[config.mk]
export PLATFORM = sky130hd
export DESIGN_NAME = ldl_fifo_rs_v1_flat
export DESIGN_NICKNAME = d
export VERILOG_FILES = /design/src/rtl/ldl_fifo_pkg.sv /design/src/rtl/ldl_fifo_rs_v1_if.sv /design/src/rtl/ldl_fifo_prefetch.sv /design/src/rtl/ldl_fifo_rs_v1.sv /design/src/flat_wrapper.sv
export SDC_FILE = /design/constraint.sdc
export NUM_CORES = 1
export LEC_CHECK = 0
export BUFFER_PORTS_ARGS = -buffer_cell sky130_fd_sc_hd__buf_2
export CAP_MARGIN = 20
export CORE_UTILIZATION = 55
export DETAILED_ROUTE_END_ITERATION = 16
export PLACE_DENSITY = 0.85
export SYNTH_ARGS = -nofsm -noshare
export SYNTH_HDL_FRONTEND = slang
export SYNTH_SLANG_ARGS = --single-unit
[constraint.sdc]
create_clock -name clk -period 3.6 [get_ports clk]
set_clock_uncertainty 0.15 [all_clocks]
set_input_delay 0.36 -clock clk [delete_from_list [all_inputs] [get_ports clk]]
set_output_delay 0.36 -clock clk [all_outputs]
set_load 0.01 [all_outputs]
[src/rtl/ldl_fifo_pkg.sv]
// Shared FIFO package: read-mode constants and pointer/count width helpers.
package ldl_fifo_pkg;
    localparam int LDL_AHEAD_STD  = 0;
    localparam int LDL_AHEAD_FWFT = 1;

    // Pointers carry one extra wrap bit so that full and empty can be told apart.
    function automatic int ptr_w(input int aw);
        return aw + 1;
    endfunction

    function automatic int cnt_w(input int aw);
        return aw + 2;
    endfunction
endpackage

[src/rtl/ldl_fifo_rs_v1_if.sv]
// Read-side bundle of the FIFO: reader handshake, memory read port and pointer exchange.
interface ldl_fifo_rs_v1_if #(parameter int AW = 8, parameter int DW = 8);
    import ldl_fifo_pkg::*;
    logic                   re;
    logic                   empty;
    logic [DW-1:0]          dout;
    logic                   dvalid;
    logic                   me;
    logic [AW-1:0]          ra;
    logic [DW-1:0]          rd;
    logic [ptr_w(AW)-1:0]   w_pt;
    logic [ptr_w(AW)-1:0]   r_pt;
    logic [cnt_w(AW)-1:0]   rcnt;
    logic                   underflow;

    modport slave  (input  re, rd, w_pt,
                    output empty, dout, dvalid, me, ra, r_pt, rcnt, underflow);
    modport master (output re, rd, w_pt,
                    input  empty, dout, dvalid, me, ra, r_pt, rcnt, underflow);
endinterface

[src/rtl/ldl_fifo_prefetch.sv]
// Show-ahead stage: one read in flight plus output and skid registers (at most two words held).
module ldl_fifo_prefetch #(parameter int DW = 8) (
    input  logic          clk,
    input  logic          rst,
    input  logic          mem_ne_i,
    input  logic          pop_i,
    input  logic [DW-1:0] rd_i,
    output logic          me_o,
    output logic          ov_o,
    output logic [DW-1:0] dout_o,
    output logic [1:0]    n_o
);
    logic          f1_q, f1_d, ov_q, ov_d, sk_q, sk_d;
    logic [DW-1:0] out_q, out_d, skid_q, skid_d;

    assign n_o    = 2'(f1_q) + 2'(ov_q) + 2'(sk_q);
    // pop implies ov_q, so n_o - pop never goes negative.
    assign me_o   = mem_ne_i & ~rst & ((n_o - {1'b0, pop_i}) < 2'd2);
    assign f1_d   = me_o;
    assign ov_o   = ov_q;
    assign dout_o = out_q;

    always_comb begin
        ov_d   = ov_q;
        sk_d   = sk_q;
        out_d  = out_q;
        skid_d = skid_q;
        if (pop_i) begin
            if (sk_q) begin
                out_d = skid_q;
                sk_d  = 1'b0;
            end else begin
                ov_d  = 1'b0;
            end
        end
        // f1 and sk are never both set, so a returning word cannot collide with a skid move.
        if (f1_q) begin
            if ((!ov_q || pop_i) && !sk_q) begin
                out_d = rd_i;
                ov_d  = 1'b1;
            end else begin
                skid_d = rd_i;
                sk_d   = 1'b1;
            end
        end
    end

    always_ff @(posedge clk) begin
        if (rst) begin
            f1_q   <= 1'b0;
            ov_q   <= 1'b0;
            sk_q   <= 1'b0;
            out_q  <= '0;
            skid_q <= '0;
        end else begin
            f1_q   <= f1_d;
            ov_q   <= ov_d;
            sk_q   <= sk_d;
            out_q  <= out_d;
            skid_q <= skid_d;
        end
    end
endmodule

[src/rtl/ldl_fifo_rs_v1.sv]
// FIFO read side (standard or show-ahead). Define LDL_FIFO_RS_UNDERFLOW_EN for a sticky underflow flag.
module ldl_fifo_rs_v1
    import ldl_fifo_pkg::*;
#(
    parameter int AW    = 8,
    parameter int DW    = 8,
    parameter int AHEAD = LDL_AHEAD_FWFT
) (
    input  logic             clk,
    input  logic             rst,
    ldl_fifo_rs_v1_if.slave  bus
);
    localparam int PW = ptr_w(AW);
    localparam int CW = cnt_w(AW);

    logic [PW-1:0] r_pt_q, r_pt_d;
    logic          mem_ne, pop, adv;
    logic [1:0]    n;

    assign mem_ne = bus.w_pt != r_pt_q;
    assign pop    = bus.re & ~bus.empty;
    assign r_pt_d = r_pt_q + PW'(adv);

    generate
        if (AHEAD == LDL_AHEAD_FWFT) begin : g_fwft
            logic          me_w, ov_w;
            logic [DW-1:0] dout_w;

            ldl_fifo_prefetch #(.DW(DW)) u_prefetch (
                .clk      (clk),
                .rst      (rst),
                .mem_ne_i (mem_ne),
                .pop_i    (pop),
                .rd_i     (bus.rd),
                .me_o     (me_w),
                .ov_o     (ov_w),
                .dout_o   (dout_w),
                .n_o      (n)
            );
            // Pointer advances on every memory fetch, not on pop.
            assign adv        = me_w;
            assign bus.me     = me_w;
            assign bus.empty  = ~ov_w;
            assign bus.dvalid = ov_w;
            assign bus.dout   = dout_w;
        end else begin : g_std
            logic dvalid_q;

            always_ff @(posedge clk) begin
                if (rst) dvalid_q <= 1'b0;
                else     dvalid_q <= pop;
            end
            assign n          = 2'd0;
            assign adv        = pop & ~rst;
            assign bus.me     = adv;
            assign bus.empty  = ~mem_ne;
            assign bus.dvalid = dvalid_q;
            assign bus.dout   = bus.rd;
        end
    endgenerate

    always_ff @(posedge clk) begin
        if (rst) r_pt_q <= '0;
        else     r_pt_q <= r_pt_d;
    end

    assign bus.ra   = r_pt_q[AW-1:0];
    assign bus.r_pt = r_pt_q;
    assign bus.rcnt = {1'b0, PW'(bus.w_pt - r_pt_q)} + CW'(n);

`ifdef LDL_FIFO_RS_UNDERFLOW_EN
    logic underflow_q;

    always_ff @(posedge clk) begin
        if (rst)                     underflow_q <= 1'b0;
        else if (bus.re & bus.empty) underflow_q <= 1'b1;
    end
    assign bus.underflow = underflow_q;
`else
    assign bus.underflow = 1'b0;
`endif
endmodule

[src/flat_wrapper.sv]
// flat-port wrapper written by rule: the top's interface ports become plain ports
module ldl_fifo_rs_v1_flat import ldl_fifo_pkg::*;
#(
    parameter int AW    = 8,
    parameter int DW    = 8,
    parameter int AHEAD = LDL_AHEAD_FWFT
)
  (clk, rst, bus_re, bus_rd, bus_w_pt, bus_empty, bus_dout, bus_dvalid, bus_me, bus_ra, bus_r_pt, bus_rcnt, bus_underflow);
  ldl_fifo_rs_v1_if #(.AW(AW), .DW(DW)) bus_i ();
  input  logic clk;
  input  logic rst;
  input wire logic [$bits(bus_i.re)-1:0] bus_re;
  input wire logic [$bits(bus_i.rd)-1:0] bus_rd;
  input wire logic [$bits(bus_i.w_pt)-1:0] bus_w_pt;
  output wire logic [$bits(bus_i.empty)-1:0] bus_empty;
  output wire logic [$bits(bus_i.dout)-1:0] bus_dout;
  output wire logic [$bits(bus_i.dvalid)-1:0] bus_dvalid;
  output wire logic [$bits(bus_i.me)-1:0] bus_me;
  output wire logic [$bits(bus_i.ra)-1:0] bus_ra;
  output wire logic [$bits(bus_i.r_pt)-1:0] bus_r_pt;
  output wire logic [$bits(bus_i.rcnt)-1:0] bus_rcnt;
  output wire logic [$bits(bus_i.underflow)-1:0] bus_underflow;
  assign bus_i.re = bus_re;
  assign bus_i.rd = bus_rd;
  assign bus_i.w_pt = bus_w_pt;
  assign bus_empty = bus_i.empty;
  assign bus_dout = bus_i.dout;
  assign bus_dvalid = bus_i.dvalid;
  assign bus_me = bus_i.me;
  assign bus_ra = bus_i.ra;
  assign bus_r_pt = bus_i.r_pt;
  assign bus_rcnt = bus_i.rcnt;
  assign bus_underflow = bus_i.underflow;
  ldl_fifo_rs_v1 #(.AW(AW), .DW(DW), .AHEAD(AHEAD)) u_core (.clk(clk), .rst(rst), .bus(bus_i));
endmodule
---- Word-level counts from Yosys, hierarchy flattened ----
Cells that the tools add are included.
storage, ports and cells
  register bits after elaboration ......... 28
  input port bits ......................... 20
  output and inout port bits .............. 39
  word-level logic and storage cells ...... 36
cells by class
  add/subtract/negate cells ............... 6
  $lt $le $gt $ge ......................... 1
  equal/unequal tests ..................... 1
  multiplexer cells ....................... 11
  bitwise operators ....................... 6
  reduce and logical (&&, ||, !) cells .... 5
operators with widths
  operator                                            number
  8-bit 2-to-1 mux                                    4
  9-bit by 2-bit adder with 10-bit output             1
  9-bit by 1-bit adder with 9-bit output              1
  9-bit != test                                       1
  9-bit subtractor                                    1
  1-bit 2-to-1 mux                                    7
  1-bit bitwise AND                                   3
  1-bit NOT                                           3
  1-bit by 1-bit adder with 2-bit output              1
  2-bit by 1-bit adder with 2-bit output              1
  1-bit logical NOT                                   2
  2-bit less-than comparator (second input constant)  1
  2-bit AND reduction                                 1
  2-bit by 1-bit subtractor with 2-bit output         1
  1-bit logical AND                                   1
  1-bit logical OR                                    1

---- Logic depth before layout (Yosys ltp) ----
Gate-level depths: netlist (run 1).
  depth in word-level cells ............... 6
  mapped depth ............................ 10
  mapped depth without buffers ............ 10

---- Hierarchy ----
Synthesis (run 1) repeated with hierarchy kept, for this count alone.
second synthesis, totals
  cell total of the unflattened synthesis .. 237
  area, all modules ....................... 2,040.7 um2
by module, submodules not included
  module             times used  cells an instance  area an instance (um2)  seq. area each (um2)
  ldl_fifo_rs_v1     1           137                1,081.0                 180.2
  ldl_fifo_prefetch  1           100                959.7                   380.4

---- Least setup slack after synthesis (run 1) ----
Ideal clock, no wire load.
  path kind ............................... register to register
  start point ............................. register with a tool-made name
  end point ............................... register u_core.r_pt_q[8] (netlist: u_core.bus.r_pt[8])
  setup time .............................. 0.071 ns
  arrival ................................. 2.631 ns
  required time ........................... 3.379 ns
  slack ................................... 0.748 ns
  cell stages (with the launch flop) ...... 11
  buffers on the path ..................... 0
  clock period less this slack ............ 2.852 ns
  path through ............................ dfxtp_1 inv_1 fa_1 nand3_1 xnor2_1 nor3_1 ha_1 ha_1 nand3_1 or3_1 a21oi_1
RTL lines
  element               line                  RTL
  to (signal assigned)  ldl_fifo_rs_v1.sv:64  else r_pt_q <= r_pt_d;
  to (decl)             ldl_fifo_rs_v1.sv:16  logic [PW-1:0] r_pt_q, r_pt_d;

---- Final worst setup path (run 1) ----
  start point ............................. register u_core.r_pt_q[2] (netlist: u_core.bus.r_pt[2])
  end point ............................... output bus_rcnt[7]
on the way
  word-level cells in the longest chain between the ends .. 2
ends and longest elaborated chain
  element                                  line                  RTL
  9-bit subtractor                         ldl_fifo_rs_v1.sv:69  assign bus.rcnt = {1'b0, PW'(bus.w_pt - r_pt_q)} + CW'(n);
  9-bit by 2-bit adder with 10-bit output  ldl_fifo_rs_v1.sv:69
  to (decl)                                flat_wrapper.sv:21    output wire logic [$bits(bus_i.rcnt)-1:0] bus_rcnt;
No other way between the ends.

==> summary.txt, run 1 <==
Timing
  – Relative max-transition margin: 33.5%
  – Endpoints failing hold: 0
  – Setup slack after layout: 363 ps
  – Final min period: 3240 ps
  – Worst-margin pin slew: 991 ps
  – Pins over their slew limit: 0
  – Tcrit/Tclk final: 89.9%
  – Post-route setup TNS: 0 ps
  – F_max: 309 MHz
  – RSZ-0062 raised after global routing: false
  – Final setup violation count: 0

Routing
  – Routed Wire Length: 3.83 mm
  – Vias: 1,654
  – First DRT Iteration DRCs: 76
  – Antenna-violating nets left: 0
  – # DRC: 0
  – Avg WL per Cell: 12.1 um
  – TritonRoute pass-1 iters: 4
  – Vias/cell: 5.23

Final layout
  – N_diodes: 0
  – Nets: 309
  – Fraction of layout cells with a size suffix above 1: 23.9%
  – Final Cell Area: between 2000 and 2500 um2
  – Area Growth Syn to Fin: 15.4%
  – Fin util: 68.4%

Yosys
  – Syn_nets: 261
  – Synth top area share: 30.5%
  – Ys flop type: dfxtp_1
  – Post-synth EDFFs: 0
  – Synth Warn #: 0
  – Synth Instances: 226
  – Post-synthesis sequential area ratio: 30.5%
  – #FFs+latches synth: 28
  – Unique cell type count in the Yosys netlist: 35
  – Post-synth top area cell: dfxtp_1
  – Syn Std Cell Area: 1840 um2
  – Mapped Avg Cell Area: 8.14 um2
  – Most common cell in the netlist: nor2_1
  – Synth async-reset ratio: 0%
  – Commonest cells post-synth: nor2_1, dfxtp_1, a21oi_1, inv_1, mux2i_1
  – Synth area leaders: dfxtp_1, mux2i_1, ha_1, nor2_1, a21oi_1

Die
  – Die Wd: 59.9 um
  – Core Region: slightly above 3000 um2
  – Die Y: 59.9 um
  – IO Pins: 59
  – Die area: ~3600 um2
  – Row cnt: 20
  – Starting density of the core: 59.3%

Clock network
  – Post-CTS sizing: 0
  – Clock slew at reported path FFs: 140 ps
  – Clock sinks: 28
  – H-tree Lvls: 1
  – Post-CTS Setup Repair Bufs: 0
  – Hold-fix buffers, CTS: 0
  – CTS tree: done
  – Clock buffer depth: 2
  – Skew-Pair Late Insertion Delay: ~310 ps
  – CTS buffer count: 3
  – Clock root buffer: clkbuf_4

Pwr
  – Clock network power share: 16.2%
  – Peak supply drop: between 0.0002 and 0.00025 V
  – Sw power: between 200 and 300 uW
  – Leak pwr: 0.00109 uW
  – Internal power: 496 uW
  – Seq pwr share: 45.6%
  – Sw Ratio: 34.8%
  – Power per cell area: 358 nW/um2
  – Comb power frac: 38.2%

Global routing
  – Initial antenna violation count: 0
  – First-pass GRT wire length: about 6.4 mm
  – Number of global-route vias before repair: around 1,500
  – Largest net degree at the start of global routing: 30
  – Gr usage total: 23.2%
  – Gr ovfl total: 0

Placement
  – Dpl ws: 677 ps
  – IO buf count: 57
  – Hpwl dp: 3.05 mm
  – Final GP Congestion: roughly 0.82
  – Dpl cell area: between 2000 and 2500 um2

Worst setup path
  – CP Capture Type: output pin
  – Startpoint Class: flop
  – CP Buf/Inv Count: 2
  – Crit path required time: 3090 ps
  – Critical Path AT: 2730 ps
  – Top delay family on crit path: simple AND/OR/NAND/NOR gates
  – CP max FO: 8
  – Max incr delay on CP: 500 ps
  – CP Depth: 9
  – Slowest cell on crit path: dfxtp_1
  – R2r worst-path depth: 10
  – Crit-path cells: inv_1, ha_1, nor2b_4, o31a_1, or4_4, nand3_2, and4_1, xor2_1, buf_2
  – WS Path Type: reg2out

Job
  – Max-Cap Viols: 0

Worst hold path
  – Min-delay worst type: in2reg
  – Hold Path Depth: 3

Outcome
  – Status: completed
worst reg2reg max path, stage by stage, from the launching register on:
cell and delay (ps):
dfxtp_1 410, inv_1 120, fa_1 580, nand3_1 100
xnor2_1 160, nor3_1 220, ha_1 230, ha_1 260
nand3_1 110, or3_1 320, a21oi_1 150
power by group through the flow:
stage	combinational [uW]	sequential, uW	clock, uW
2_1_floorplan	199	358	0
3_3_place_gp	277	353	0
3_5_place_dp	290	354	0
4_1_cts	292	347	128
5_1_grt	328	350	140
6_report	290	347	123
cells by family (layout without fill, tap and decap cells):
| kind of cell | after synthesis | in the layout | synth area share (%) |
|---|---|---|---|
| flip-flops | 28 | 28 | 30.5 |
| adder cells (fa/ha/maj) | 15 | 15 | 11.4 |
| buffers and inverters | 34 | 80 | 8.77 |
| other | 1 | 1 | 0.204 |
| XOR/XNOR | 16 | 16 | 7.61 |
| AND/OR/NAND/NOR | 78 | 78 | 21.1 |
| AO/OA/AOI/OAI | 38 | 38 | 11.8 |
| multiplexers | 16 | 16 | 8.70 |
layout make-up:
cell class                      count  area, um2
Fill cell                         318        980
Timing Repair Buffer               57        285
Multi-Input combinational cell    164       1120
Inverter                           20       75.1
Tap cell                           44       55.1
Clock buffer                        3       22.5
Sequential cell                    28        561
per-layer routing:
metal	global-route usage [%]	up-vias	share of wire (%)	wire length, um
li1	-	852	-	-
met5	0	-	0	0
met3	2.81	2	4.1	157
met2	40.0	46	48	1850
met4	5.98	0	0.50	19
met1	30.5	754	47	1790
flip-flops by register name (all words and copies together) (netlist names), named ones only:
register	count
u_core.g_fwft.u_prefetch.skid_q	8
u_core.bus.r_pt	9
u_core.g_fwft.u_prefetch.dout_o	8
u_core.g_fwft.u_prefetch.sk_q	1
u_core.g_fwft.u_prefetch.f1_q	1
cell usage in the layout (no fill, tap or decap), types with 2 or more instances in the layout:
cell type / synthesis / routed
mux2i_1: 16 / 16
xor2_1: 6 / 6
inv_1: 20 / 20
buf_2: 0 / 57
nor2b_1: 4 / 4
nand3_1: 9 / 9
or3_1: 3 / 3
nor2_1: 34 / 34
fa_1: 3 / 3
nand3b_1: 2 / 2
clkbuf_4: 0 / 3
nor3_1: 8 / 8
ha_1: 12 / 12
a21o_1: 2 / 2
dfxtp_1: 28 / 28
nand4_1: 3 / 3
o21ai_0: 9 / 8
nand2_1: 8 / 8
xnor2_1: 10 / 10
a21oi_1: 20 / 20
o21a_1: 2 / 2
path summary, 6_finish.rpt:
kind	from	to	slack [ps]
hold reg to reg	u_core.g_fwft.u_prefetch.skid_q[0]$_SDFFE_PP0P_	u_core.g_fwft.u_prefetch.skid_q[0]$_SDFFE_PP0P_	360
setup reg to reg	flop	u_core.bus.r_pt[8]$_SDFF_PP0_	720
setup / recovery	u_core.bus.r_pt[2]$_SDFF_PP0_	bus_rcnt[7]	360
hold / removal	bus_rd[7]	u_core.g_fwft.u_prefetch.dout_o[7]$_SDFF_PP0_	130
through the flow:
step                      std cells  hold slack, ps  total power, uW
after floorplan                 226             313              558
after global placement          313             328              630
after detailed placement        313             335              644
after CTS                       316             121              767
after global routing            316             125              818
final                           316             128              761
Note: power is estimated with default switching activity, not from simulation.
==> run 2, diff against run 1 <==
Settings changed: PLACE_DENSITY 0.85 to 0.84, SYNTH_HIERARCHICAL set to 1.
==> run 2 against run 1 <==
  * Worst hold slack gained 74 ps
  * Combinational power grew 34%
  * Routed wire length grew 12%
  * Highest routed layer unchanged
==> summary.txt, run 2 <==
Outcome
  – Status: completed

Global routing
  – Largest net degree at the start of global routing: 38
  – Gr usage total: 22.4%
  – Initial antenna violation count: 0
  – Number of global-route vias before repair: 1,697
  – Gr ovfl total: 0
  – First-pass GRT wire length: 7.15 mm

Final layout
  – Nets: roughly 320
  – # fillers: roughly 320
  – Max reg flops: 9
  – Sequential Area: 561 um2
  – Fraction of layout cells with a size suffix above 1: between 20% and 30%
  – Area Growth Syn to Fin: 14.5%
  – Area used by multi-input combinational logic: 1290 um2
  – N_diodes: 0
  – Final non-filler cell total: 326
  – Most frequent cells in the layout: buf_2, dfxtp_1, nand2_1
  – Fin util: 67.9%
  – Most common cell after layout, fill and taps aside: buf_2

Worst setup path
  – Crit-path cells: inv_1, ha_1, nand3_4, a2111oi_4, a311oi_2, nor4_2, nand4_1, xor2_1, buf_2
  – R2r worst-path depth: 10
  – Crit path required time: 3090 ps
  – WS Path Type: reg2out
  – FF-to-FF End: u_core/bus.r_pt[6]$_SDFF_PP0_
  – CP Buf/Inv Count: 2
  – Slowest cell on crit path: dfxtp_1
  – Top delay family on crit path: simple AND/OR/NAND/NOR gates
  – CP max FO: 8
  – Max incr delay on CP: around 450 ps
  – Startpoint Class: flop
  – FF-to-FF setup slack: 540 ps
  – Critical Path AT: between 2000 and 3000 ps
  – FF-to-FF Start: u_core/g_fwft.u_prefetch/ov_o$_SDFF_PP0_
  – CP Capture Type: output pin

Worst hold path
  – Hold Path Depth: 3
  – HP Start: bus_rd[4]
  – Hold path endpoint: u_core/g_fwft.u_prefetch/skid_q[4]$_SDFFE_PP0P_
  – Min-delay worst type: in2reg

Timing
  – Final setup violation count: 0
  – F_max: 315 MHz
  – Relative max-transition margin: 49.3%
  – Pins over their slew limit: 0
  – Tcrit/Tclk final: 88.1%
  – WHS: about 200 ps
  – RSZ-0062 raised after global routing: false
  – Endpoints failing hold: 0
  – Worst-margin pin slew: 759 ps
  – Post-route setup TNS: 0 ps
  – Setup slack after layout: 427 ps
  – Final min period: 3170 ps

Routing
  – First DRT Iteration DRCs: 84
  – Antenna-violating nets left: 0
  – # DRC: 0
  – Vias/cell: 5.34
  – TritonRoute pass-1 iters: 4
  – Avg WL per Cell: 13.1 um
  – Vias: 1,742
  – Routed Wire Length: 4.28 mm

Yosys
  – Most common cell in the netlist: dfxtp_1
  – Syn_nets: 272
  – Post-synth EDFFs: 0
  – Unique cell type count in the Yosys netlist: between 40 and 50
  – Synth area leaders: dfxtp_1, ha_1, a311oi_2, nand2b_1, xnor2_1
  – Ys flop type: dfxtp_1
  – Synth Warn #: 6
  – Post-synthesis sequential area ratio: between 20% and 30%
  – Syn Std Cell Area: 2040 um2
  – #FFs+latches synth: 28
  – Commonest cells post-synth: dfxtp_1, nand2_1, nand2b_1
  – Post-synth top area cell: dfxtp_1
  – Synth Instances: about 240
  – Synth async-reset ratio: 0%
  – Synth top area share: between 20% and 30%
  – Mapped Avg Cell Area: about 8.6 um2

Die
  – Starting density of the core: between 50% and 60%
  – IO Pins: 59
  – Die Wd: roughly 63 um
  – Row cnt: 21
  – Core Region: 3440 um2
  – Die area: a little under 4000 um2
  – Die Y: 62.9 um

Clock network
  – Clock sinks: 28
  – Clock buffer depth: 2
  – Skew-Pair Late Insertion Delay: between 200 and 300 ps
  – CTS tree: done
  – Hold-fix buffers, CTS: 0
  – Clock root buffer: clkbuf_8
  – Post-CTS Setup Repair Bufs: 0
  – Post-CTS sizing: 0
  – CTS buffer count: 3
  – H-tree Lvls: 1
  – Clock slew at reported path FFs: 100 ps

Placement
  – Dpl ws: 606 ps
  – Hpwl dp: 3.26 mm
  – Cell count after placement: 322
  – IO buf count: 57
  – Final GP Congestion: 0.831

Pwr
  – Leak pwr: 0.000984 uW
  – Peak supply drop: 0.000210 V
  – Power per cell area: 429 nW/um2

Job
  – Max-Cap Viols: 0
==> run 2: changes by cell type in the layout (fill, tap and decap cells not counted), moves of 4 or more <==
cell,change
nor2_1,-25
a21oi_1,-5
nor3_1,+4
inv_1,-4
nand2_1,+11
nand2b_1,+17
nand3_1,+5
a311oi_2,+9
mux2i_1,-8
==> run 2: where the power goes <==
part	switching (uW)	leakage [uW]	internal (uW)
logic	220	0.000719	168
registers	25.8	0.000229	344
clock network	96.7	0.0000357	149
==> run 2: area by class of cell <==
cell class              instances  area share (%)
well taps                      46            2.46
clock buffers                   3            1.77
repair buffers                 58            12.5
multi-input cells             174            55.4
clock inverters                 1            1.28
flip-flops and latches         28            24.0
inverters                      16            2.57
==> run 2: how the worst max path moves through the flow <==
stage | start | endpoint | slack, ps | depth (start not counted)
2_1_floorplan | u_core/bus.r_pt[4]$_SDFF_PP0_ | u_core/bus.r_pt[6]$_SDFF_PP0_ | 670 | 12
3_3_place_gp | u_core/g_fwft.u_prefetch/ov_o$_SDFF_PP0_ | u_core/bus.r_pt[6]$_SDFF_PP0_ | 680 | 10
3_5_place_dp | u_core/g_fwft.u_prefetch/ov_o$_SDFF_PP0_ | u_core/bus.r_pt[6]$_SDFF_PP0_ | 610 | 10
4_1_cts | u_core/bus.r_pt[3]$_SDFF_PP0_ | bus_rcnt[8] | 420 | 9
5_1_grt | u_core/bus.r_pt[2]$_SDFF_PP0_ | bus_rcnt[8] | 210 | 9
6_report | u_core/bus.r_pt[2]$_SDFF_PP0_ | bus_rcnt[8] | 430 | 9
==> run 2: kinds of logic (layout without fill, tap and decap cells) <==
logic type      Yosys count  count (layout)  synth area share [%]
buf+inv                  35              78                  9.07
other cells               1               1                 0.184
mux                       8               8                  3.92
xor+xnor                 15              15                  6.44
compound gates           40              40                  16.4
fa+ha+maj                15              15                  10.3
simple gates             95              95                  26.2
flops                    28              28                  27.5
==> run 2: tightest hold or removal path, stage by stage <==
cell	delay (ps)
buf_2	110
nand2b_1	60
mux2i_1	60
==> run 2: routing by layer <==
metal  up-vias  share of wire, %  GRT usage [%]
li1        898                 -              -
met3         6               4.0           4.56
met4         0              0.98           5.81
met1       794                44           25.6
met5         -                 0              0
met2        44                51           41.5
==> run 2: through the flow <==
step	cell area [um2]	power, uW
after floorplan	2040	667
after detailed placement	2270	765
after CTS	2340	1010
after global routing	2340	1070
final	2340	1000
after global placement	2270	759
